**config.mk**
```make
export PLATFORM = sky130hd
export DESIGN_NAME = jk_excite_ctrl_flat
export DESIGN_NICKNAME = d
export VERILOG_FILES = /design/src/rtl/jk_pkg.sv /design/src/rtl/jk_excite_ctrl_if.sv /design/src/rtl/jk_excite_bit.sv /design/src/rtl/jk_excite_ctrl.sv /design/src/flat_wrapper.sv
export SDC_FILE = /design/constraint.sdc
export NUM_CORES = 1
export LEC_CHECK = 0
export BUFFER_PORTS_ARGS = -buffer_cell sky130_fd_sc_hd__buf_2
export CORE_ASPECT_RATIO = 1.5
export CORE_MARGIN = 1
export CORE_UTILIZATION = 45
export DETAILED_ROUTE_END_ITERATION = 10
export PLACE_DENSITY = 0.67
export SLEW_MARGIN = 30
export SYNTH_ARGS = -nofsm -noshare
export SYNTH_HDL_FRONTEND = slang
export SYNTH_SLANG_ARGS = --single-unit
```
**constraint.sdc**
```tcl
create_clock -name clk -period 5.4 [get_ports clk]
set_input_delay 1.35 -clock clk [delete_from_list [all_inputs] [get_ports clk]]
set_output_delay 1.35 -clock clk [all_outputs]
set_load 0.005 [all_outputs]
```
**src/rtl/jk_pkg.sv**
```systemverilog
// Shared types and JK excitation helpers for the JK bank controller.
package jk_pkg;

  typedef enum logic [2:0] {
    IDLE   = 3'd0,
    DRIVE  = 3'd1,
    STROBE = 3'd2,
    SETTLE = 3'd3,
    CHECK  = 3'd4,
    ERROR  = 3'd5
  } jk_state_e;

  localparam logic [1:0] JK_HOLD = 2'b00;
  localparam logic [1:0] JK_SET  = 2'b10;
  localparam logic [1:0] JK_RST  = 2'b01;
  localparam logic [1:0] JK_TOG  = 2'b11;

  // Returns {J,K}; don't-care entries resolve to 0.
  function automatic logic [1:0] jk_excite(input logic cur, input logic nxt,
                                           input logic use_toggle);
    logic [1:0] r;
    if (cur == nxt)      r = JK_HOLD;
    else if (use_toggle) r = JK_TOG;
    else if (nxt)        r = JK_SET;
    else                 r = JK_RST;
    return r;
  endfunction

endpackage

```
**src/rtl/jk_excite_ctrl_if.sv**
```systemverilog
// Target handshake plus JK bank command/readback bundle.
interface jk_excite_ctrl_if #(parameter int WIDTH = 4);
  logic             tgt_valid;
  logic [WIDTH-1:0] tgt_data;
  logic             tgt_ready;
  logic [WIDTH-1:0] q_fb;
  logic [WIDTH-1:0] j;
  logic [WIDTH-1:0] k;
  logic             jk_strobe;
  logic             done;
  logic             err;
  logic             busy;

  modport master (output tgt_valid, tgt_data, q_fb,
                  input  tgt_ready, j, k, jk_strobe, done, err, busy);
  modport slave  (input  tgt_valid, tgt_data, q_fb,
                  output tgt_ready, j, k, jk_strobe, done, err, busy);
endinterface

```
**src/rtl/jk_excite_bit.sv**
```systemverilog
// Per-bit JK excitation lookup (combinational).
module jk_excite_bit
  import jk_pkg::*;
#(
  parameter int USE_TOGGLE = 0
) (
  input  logic cur,
  input  logic nxt,
  output logic j,
  output logic k
);

  always_comb {j, k} = jk_excite(cur, nxt, USE_TOGGLE != 0);

endmodule

```
**src/rtl/jk_excite_ctrl.sv**
```systemverilog
// Command side of a JK register bank: drives J/K, strobes once, verifies
// the readback, retries up to MAX_RETRY times, then latches an error.
module jk_excite_ctrl
  import jk_pkg::*;
#(
  parameter int WIDTH      = 4,
  parameter int USE_TOGGLE = 0,
  parameter int SETTLE_CYC = 2,
  parameter int MAX_RETRY  = 2
) (
  input  logic             clk,
  input  logic             clr,
  jk_excite_ctrl_if.slave  bus
);

  localparam logic [3:0] SETTLE_LAST = 4'(SETTLE_CYC - 1);
  localparam logic [2:0] RETRY_MAX   = 3'(MAX_RETRY);

  jk_state_e        state_q, state_d;
  logic [WIDTH-1:0] tgt_r_q, tgt_r_d;
  logic [2:0]       retry_q, retry_d;
  logic [3:0]       cnt_q, cnt_d;

  logic [WIDTH-1:0] j_q, j_d, k_q, k_d;
  logic             strobe_q, strobe_d;
  logic             done_q, done_d;
  logic             err_q, err_d;
  logic             busy_q, busy_d;
  logic             ready_q, ready_d;

  logic             accept;
  logic [WIDTH-1:0] exc_nxt, exc_j, exc_k;

  assign accept  = bus.tgt_valid && ready_q && (state_q == IDLE);
  // On the accept cycle the target is not latched yet, so excite from the bus.
  assign exc_nxt = accept ? bus.tgt_data : tgt_r_q;

  for (genvar g = 0; g < WIDTH; g++) begin : g_bit
    jk_excite_bit #(.USE_TOGGLE(USE_TOGGLE)) u_bit (
      .cur (bus.q_fb[g]),
      .nxt (exc_nxt[g]),
      .j   (exc_j[g]),
      .k   (exc_k[g])
    );
  end

  always_ff @(posedge clk) begin
    if (clr) begin
      state_q <= IDLE;
      tgt_r_q <= '0;
      retry_q <= '0;
      cnt_q   <= '0;
    end else begin
      state_q <= state_d;
      tgt_r_q <= tgt_r_d;
      retry_q <= retry_d;
      cnt_q   <= cnt_d;
    end
  end

  always_comb begin
    state_d = state_q;
    tgt_r_d = tgt_r_q;
    retry_d = retry_q;
    cnt_d   = cnt_q;
    case (state_q)
      IDLE: if (accept) begin
        tgt_r_d = bus.tgt_data;
        retry_d = '0;
        // Already matching: no strobe, one settle cycle against the new target.
        if (bus.q_fb == bus.tgt_data) begin
          state_d = SETTLE;
          cnt_d   = SETTLE_LAST;
        end else begin
          state_d = DRIVE;
        end
      end
      DRIVE:  state_d = STROBE;
      STROBE: begin
        state_d = SETTLE;
        cnt_d   = '0;
      end
      SETTLE: begin
        if (cnt_q == SETTLE_LAST) begin
          state_d = CHECK;
          cnt_d   = '0;
        end else begin
          cnt_d = cnt_q + 4'd1;
        end
      end
      // done_q holds the readback compare taken on entry to CHECK.
      CHECK: begin
        if (done_q) begin
          state_d = IDLE;
        end else if (retry_q < RETRY_MAX) begin
          retry_d = retry_q + 3'd1;
          state_d = DRIVE;
        end else begin
          state_d = ERROR;
        end
      end
      ERROR:   state_d = ERROR;
      default: state_d = IDLE;
    endcase
  end

  // Outputs are decoded from the next state and registered, so they line up
  // with the state they belong to and drop to 0 during clr.
  always_comb begin
    j_d      = '0;
    k_d      = '0;
    strobe_d = 1'b0;
    done_d   = 1'b0;
    err_d    = 1'b0;
    busy_d   = 1'b0;
    ready_d  = 1'b0;
    case (state_d)
      IDLE:  ready_d = 1'b1;
      DRIVE: begin
        busy_d = 1'b1;
        j_d    = exc_j;
        k_d    = exc_k;
      end
      STROBE: begin
        busy_d   = 1'b1;
        strobe_d = 1'b1;
        j_d      = j_q;
        k_d      = k_q;
      end
      SETTLE: busy_d = 1'b1;
      CHECK: begin
        busy_d = 1'b1;
        done_d = (bus.q_fb == tgt_r_d);
      end
      ERROR:   err_d = 1'b1;
      default: ready_d = 1'b0;
    endcase
  end

  always_ff @(posedge clk) begin
    if (clr) begin
      j_q      <= '0;
      k_q      <= '0;
      strobe_q <= 1'b0;
      done_q   <= 1'b0;
      err_q    <= 1'b0;
      busy_q   <= 1'b0;
      ready_q  <= 1'b0;
    end else begin
      j_q      <= j_d;
      k_q      <= k_d;
      strobe_q <= strobe_d;
      done_q   <= done_d;
      err_q    <= err_d;
      busy_q   <= busy_d;
      ready_q  <= ready_d;
    end
  end

  assign bus.tgt_ready = ready_q;
  assign bus.j         = j_q;
  assign bus.k         = k_q;
  assign bus.jk_strobe = strobe_q;
  assign bus.done      = done_q;
  assign bus.err       = err_q;
  assign bus.busy      = busy_q;

endmodule

```
**src/flat_wrapper.sv**
```systemverilog
// flat-port wrapper written by rule: the top's interface ports become plain ports
module jk_excite_ctrl_flat import jk_pkg::*;
#(
  parameter int WIDTH      = 4,
  parameter int USE_TOGGLE = 0,
  parameter int SETTLE_CYC = 2,
  parameter int MAX_RETRY  = 2
)
  (clk, clr, bus_tgt_valid, bus_tgt_data, bus_q_fb, bus_tgt_ready, bus_j, bus_k, bus_jk_strobe, bus_done, bus_err, bus_busy);
  jk_excite_ctrl_if #(.WIDTH(WIDTH)) bus_i ();
  input  logic clk;
  input  logic clr;
  input wire logic [$bits(bus_i.tgt_valid)-1:0] bus_tgt_valid;
  input wire logic [$bits(bus_i.tgt_data)-1:0] bus_tgt_data;
  input wire logic [$bits(bus_i.q_fb)-1:0] bus_q_fb;
  output wire logic [$bits(bus_i.tgt_ready)-1:0] bus_tgt_ready;
  output wire logic [$bits(bus_i.j)-1:0] bus_j;
  output wire logic [$bits(bus_i.k)-1:0] bus_k;
  output wire logic [$bits(bus_i.jk_strobe)-1:0] bus_jk_strobe;
  output wire logic [$bits(bus_i.done)-1:0] bus_done;
  output wire logic [$bits(bus_i.err)-1:0] bus_err;
  output wire logic [$bits(bus_i.busy)-1:0] bus_busy;
  assign bus_i.tgt_valid = bus_tgt_valid;
  assign bus_i.tgt_data = bus_tgt_data;
  assign bus_i.q_fb = bus_q_fb;
  assign bus_tgt_ready = bus_i.tgt_ready;
  assign bus_j = bus_i.j;
  assign bus_k = bus_i.k;
  assign bus_jk_strobe = bus_i.jk_strobe;
  assign bus_done = bus_i.done;
  assign bus_err = bus_i.err;
  assign bus_busy = bus_i.busy;
  jk_excite_ctrl #(.WIDTH(WIDTH), .USE_TOGGLE(USE_TOGGLE), .SETTLE_CYC(SETTLE_CYC), .MAX_RETRY(MAX_RETRY)) u_core (.clk(clk), .clr(clr), .bus(bus_i));
endmodule
```
==> summary.md <==
| Metric | Value |
|---|---|
| Startpoint class of the critical path | `input port` |
| Distinct cells, synth | `between 40 and 50` |
| CTS Buffer Depth | `2` |
| Min cycle time layout | `between 2 and 2.5 ns` |
| Sw power | `0.144 mW` |
| Hold path depth | `2` |
| WL/cell | `13.9 um` |
| Synth Area in Compound Gates | `0.185` |
| Max Slew Vio Count | `0` |
| Internal power | `roughly 0.32 mW` |
| RD Place Congestion | `about 0.75` |
| H-tree depth | `1` |
| # hold bufs at CTS | `0` |
| R2R Path Start | `u_core.cnt_q[0]` |
| Fin area | `between 0.001 and 0.0015 sq mm` |
| Comb power frac | `0.259` |
| DP HPWL | `around 2100 um` |
| Leakage | `0.627 nW` |
| Setup Skew | `0.00599 ns` |
| Peak Freq | `0.401 GHz` |
| Crit. End Element | `register` |
| Gr usage total | `0.210` |
| Clock buffer count from CTS | `3` |
| EDFF count, synth | `0` |
| Critical path type | `in -> reg` |
| Die X | `45.5 um` |
| Status | `completed` |
| Post-route ant nets | `0` |
| Switch share | `0.311` |
| IO Port Bufs | `23` |
| Core Area | `between 0.002 and 0.003 sq mm` |
| Top post-synthesis cells by area | `dfxtp_1 (42%), nand2_1 (4.1%), o31ai_2 (3.9%), nor2_1 (3.5%), xnor2_1 (3.4%)` |
| First-pass GRT wire length | `about 4600 um` |
| Die area | `0.00305 sq mm` |
| Critical Path Fanout Max | `10` |
| Share of cells above drive strength 1 | `0.253` |
| Cell area after synthesis | `about 0.0013 sq mm` |
| Async set-reset flop share out of synthesis | `0` |
| Yosys reg bits | `27` |
| Vias in the first global route | `about 1100` |
| Worst skew pair latency | `0.27 ns` |
| 1st-iter DRT viols | `9` |
| Router iterations before antenna repair | `4` |
| Clk slew on worst S/H paths | `around 0.09 ns` |
| Tightest Hold Check Type | `reg -> reg` |
| Max-Cap Viols | `0` |
| Synth Area in XOR/XNOR | `0.0481` |
| DRC violations left | `0` |
| Share of the synthesized area in the top cell type | `0.424` |
| Least-Margin Pin Slew | `approximately 0.87 ns` |
| Num rows | `23` |
| R2R cell count | `6` |
| Leading area contributor after synthesis | `dfxtp_1` |
| NumNets Final | `173` |
| Net Count, Synth | `approximately 150` |
| Final hold vios | `0` |
| CTS tree | `yes` |
| PD cells | `317 mW/mm^2` |
| Post-Synthesis Cells | `about 130` |
| Reg2Reg Setup Slack | `approximately 3.3 ns` |
| Post-Synth Adder-Cell Area | `0.0294` |
| VDD IR max | `0.000175 V` |
| Clock power share | `0.247` |
| DIE HEIGHT | `67.2 um` |
| CP required | `roughly 5.6 ns` |
| Min-Delay Startpoint | `u_core.bus.k[0]` |
| Total number of vias | `1057` |
| Remaining Overflow, GRT | `0` |
| Post-place instance area | `about 0.0014 sq mm` |
| Mux cell area share after synthesis | `0.0314` |
| Largest net degree at the start of global routing | `19` |
| Slew headroom | `0.420` |
| Ant diodes | `0` |
| Initial antenna violation count | `0` |
| Root Buffer | `clkbuf_8` |
| Fin Setup TNS | `0 ns` |
| Starting Density | `0.476` |
| Main synth FF type | `dfxtp_1` |
| RSZ-0062 raised after global routing | `false` |
| Number of I/O pins | `24` |
| Vias per inst | `between 5 and 6` |
| Post-synthesis average cell area | `around 9.5 sq um` |
| CP Data Arrival Time | `2.69 ns` |
| Routed WL | `about 2700 um` |
| Largest family of logic cells by synthesized area | `simple AND/OR/NAND/NOR gates` |
| Post-synthesis sequential area ratio | `0.424` |
| Reg power frac | `0.494` |
| FF-to-FF End | `u_core.bus.done` |
| PostCTS Resize Cnt | `0` |
| Simple-Gate Fraction of Synth Area | `0.255` |
| Hold Path End | `u_core.bus.k[0]` |
| Finish-stage setup viols | `0` |
| Part of the cycle the worst path needs | `0.462` |
| Synthesis-to-finish area growth | `14.7%` |
| Clock sinks | `27` |
| Post-CTS Setup Inserts | `0` |
| Synth warn | `0` |
-- state kept, by name (all words and copies together) (netlist names) --
signal and count:
u_core.bus.done 1, u_core.bus.tgt_ready 1, u_core.retry_q 3, u_core.state_q 3
u_core.cnt_q 4, u_core.bus.err 1, u_core.bus.busy 1, u_core.bus.j 4
u_core.bus.jk_strobe 1, u_core.bus.k 4, u_core.tgt_r_q 4
-- area by class of cell --
type | instances | area, sq um
fillers | 271 | 1210
inverters | 4 | 15.0
clock buffers | 4 | 45.0
flip-flops and latches | 27 | 541
repair buffers | 23 | 115
well taps | 37 | 46.3
multi-input cells | 100 | 701
-- Yosys cell counts (2+ instances only) --
| library cell | count |
|---|---|
| a21oi_1 | 5 |
| a311oi_1 | 2 |
| and2_1 | 2 |
| clkbuf_1 | 2 |
| dfxtp_1 | 27 |
| ha_1 | 3 |
| inv_1 | 4 |
| mux2i_1 | 4 |
| nand2_1 | 14 |
| nand2b_1 | 5 |
| nand3_1 | 4 |
| nor2_1 | 12 |
| nor2b_1 | 3 |
| nor3_1 | 6 |
| o2111a_1 | 2 |
| o21ai_0 | 2 |
| o21ai_1 | 2 |
| o22ai_1 | 3 |
| o31ai_2 | 4 |
| xnor2_1 | 5 |
| xor2_1 | 2 |
-- power by group through the flow --
stage / Combinational (mW) / Clock, mW / Sequential (mW)
2_1_floorplan: 0.0883 / 0 / 0.233
3_3_place_gp: 0.117 / 0 / 0.233
3_5_place_dp: 0.120 / 0 / 0.234
4_1_cts: 0.121 / 0.117 / 0.230
5_1_grt: 0.133 / 0.125 / 0.232
6_report: 0.120 / 0.115 / 0.229
-- critical path: stages --
cell	delay, ns
buf_2	0.10
and3b_4	0.20
nand2_4	0.15
o21ai_4	0.09
or4_4	0.58
o31ai_2	0.22
-- routing by layer --
metal	vias up	track usage	routed length (um)
li1	526	-	-
met1	493	0.218	1080
met2	31	0.382	1470
met3	7	0.0428	91
met4	0	0.102	66
met5	-	0	0
-- layout by cell type (no fill, tap or decap), drive strengths merged, types with 5 or more instances in the layout --
master / count
dfxtp: 27
nand2: 15
a21oi: 5
buf: 23
xnor2: 5
nor2: 12
o21ai: 5
nand2b: 5
nor3: 7
-- stage by stage --
step	hold WS, ns	util	worst slack (ns)	power, mW	instances
floorplan	0.442	-	2.73	0.321	134
CTS	0.451	0.547	2.90	0.467	195
global placement	0.442	0.530	2.65	0.350	191
detailed placement	0.437	0.530	2.62	0.354	191
finish	0.453	0.547	2.91	0.464	195
global route	0.492	0.547	2.86	0.490	195
-- worst max-delay path by stage --
stage | start | endpoint | slack (ns) | depth (start not counted)
4_1_cts | bus_tgt_valid | u_core.bus.j[0] | 2.90 | 6
3_3_place_gp | bus_tgt_valid | u_core.bus.j[3] | 2.65 | 6
6_report | bus_tgt_valid | u_core.bus.j[3] | 2.91 | 6
5_1_grt | bus_tgt_valid | u_core.bus.j[2] | 2.86 | 6
2_1_floorplan | bus_tgt_valid | u_core.bus.j[2] | 2.73 | 6
3_5_place_dp | bus_tgt_valid | u_core.bus.j[2] | 2.62 | 6
-- cell families after synthesis --
| family | after synthesis |
|---|---|
| XOR/XNOR | 7 |
| multiplexers | 4 |
| adder cells (fa/ha/maj) | 3 |
| buffers and inverters | 7 |
| flip-flops | 27 |
| AO/OA/AOI/OAI | 28 |
| AND/OR/NAND/NOR | 58 |
Note: power is estimated with default switching activity, not from simulation.
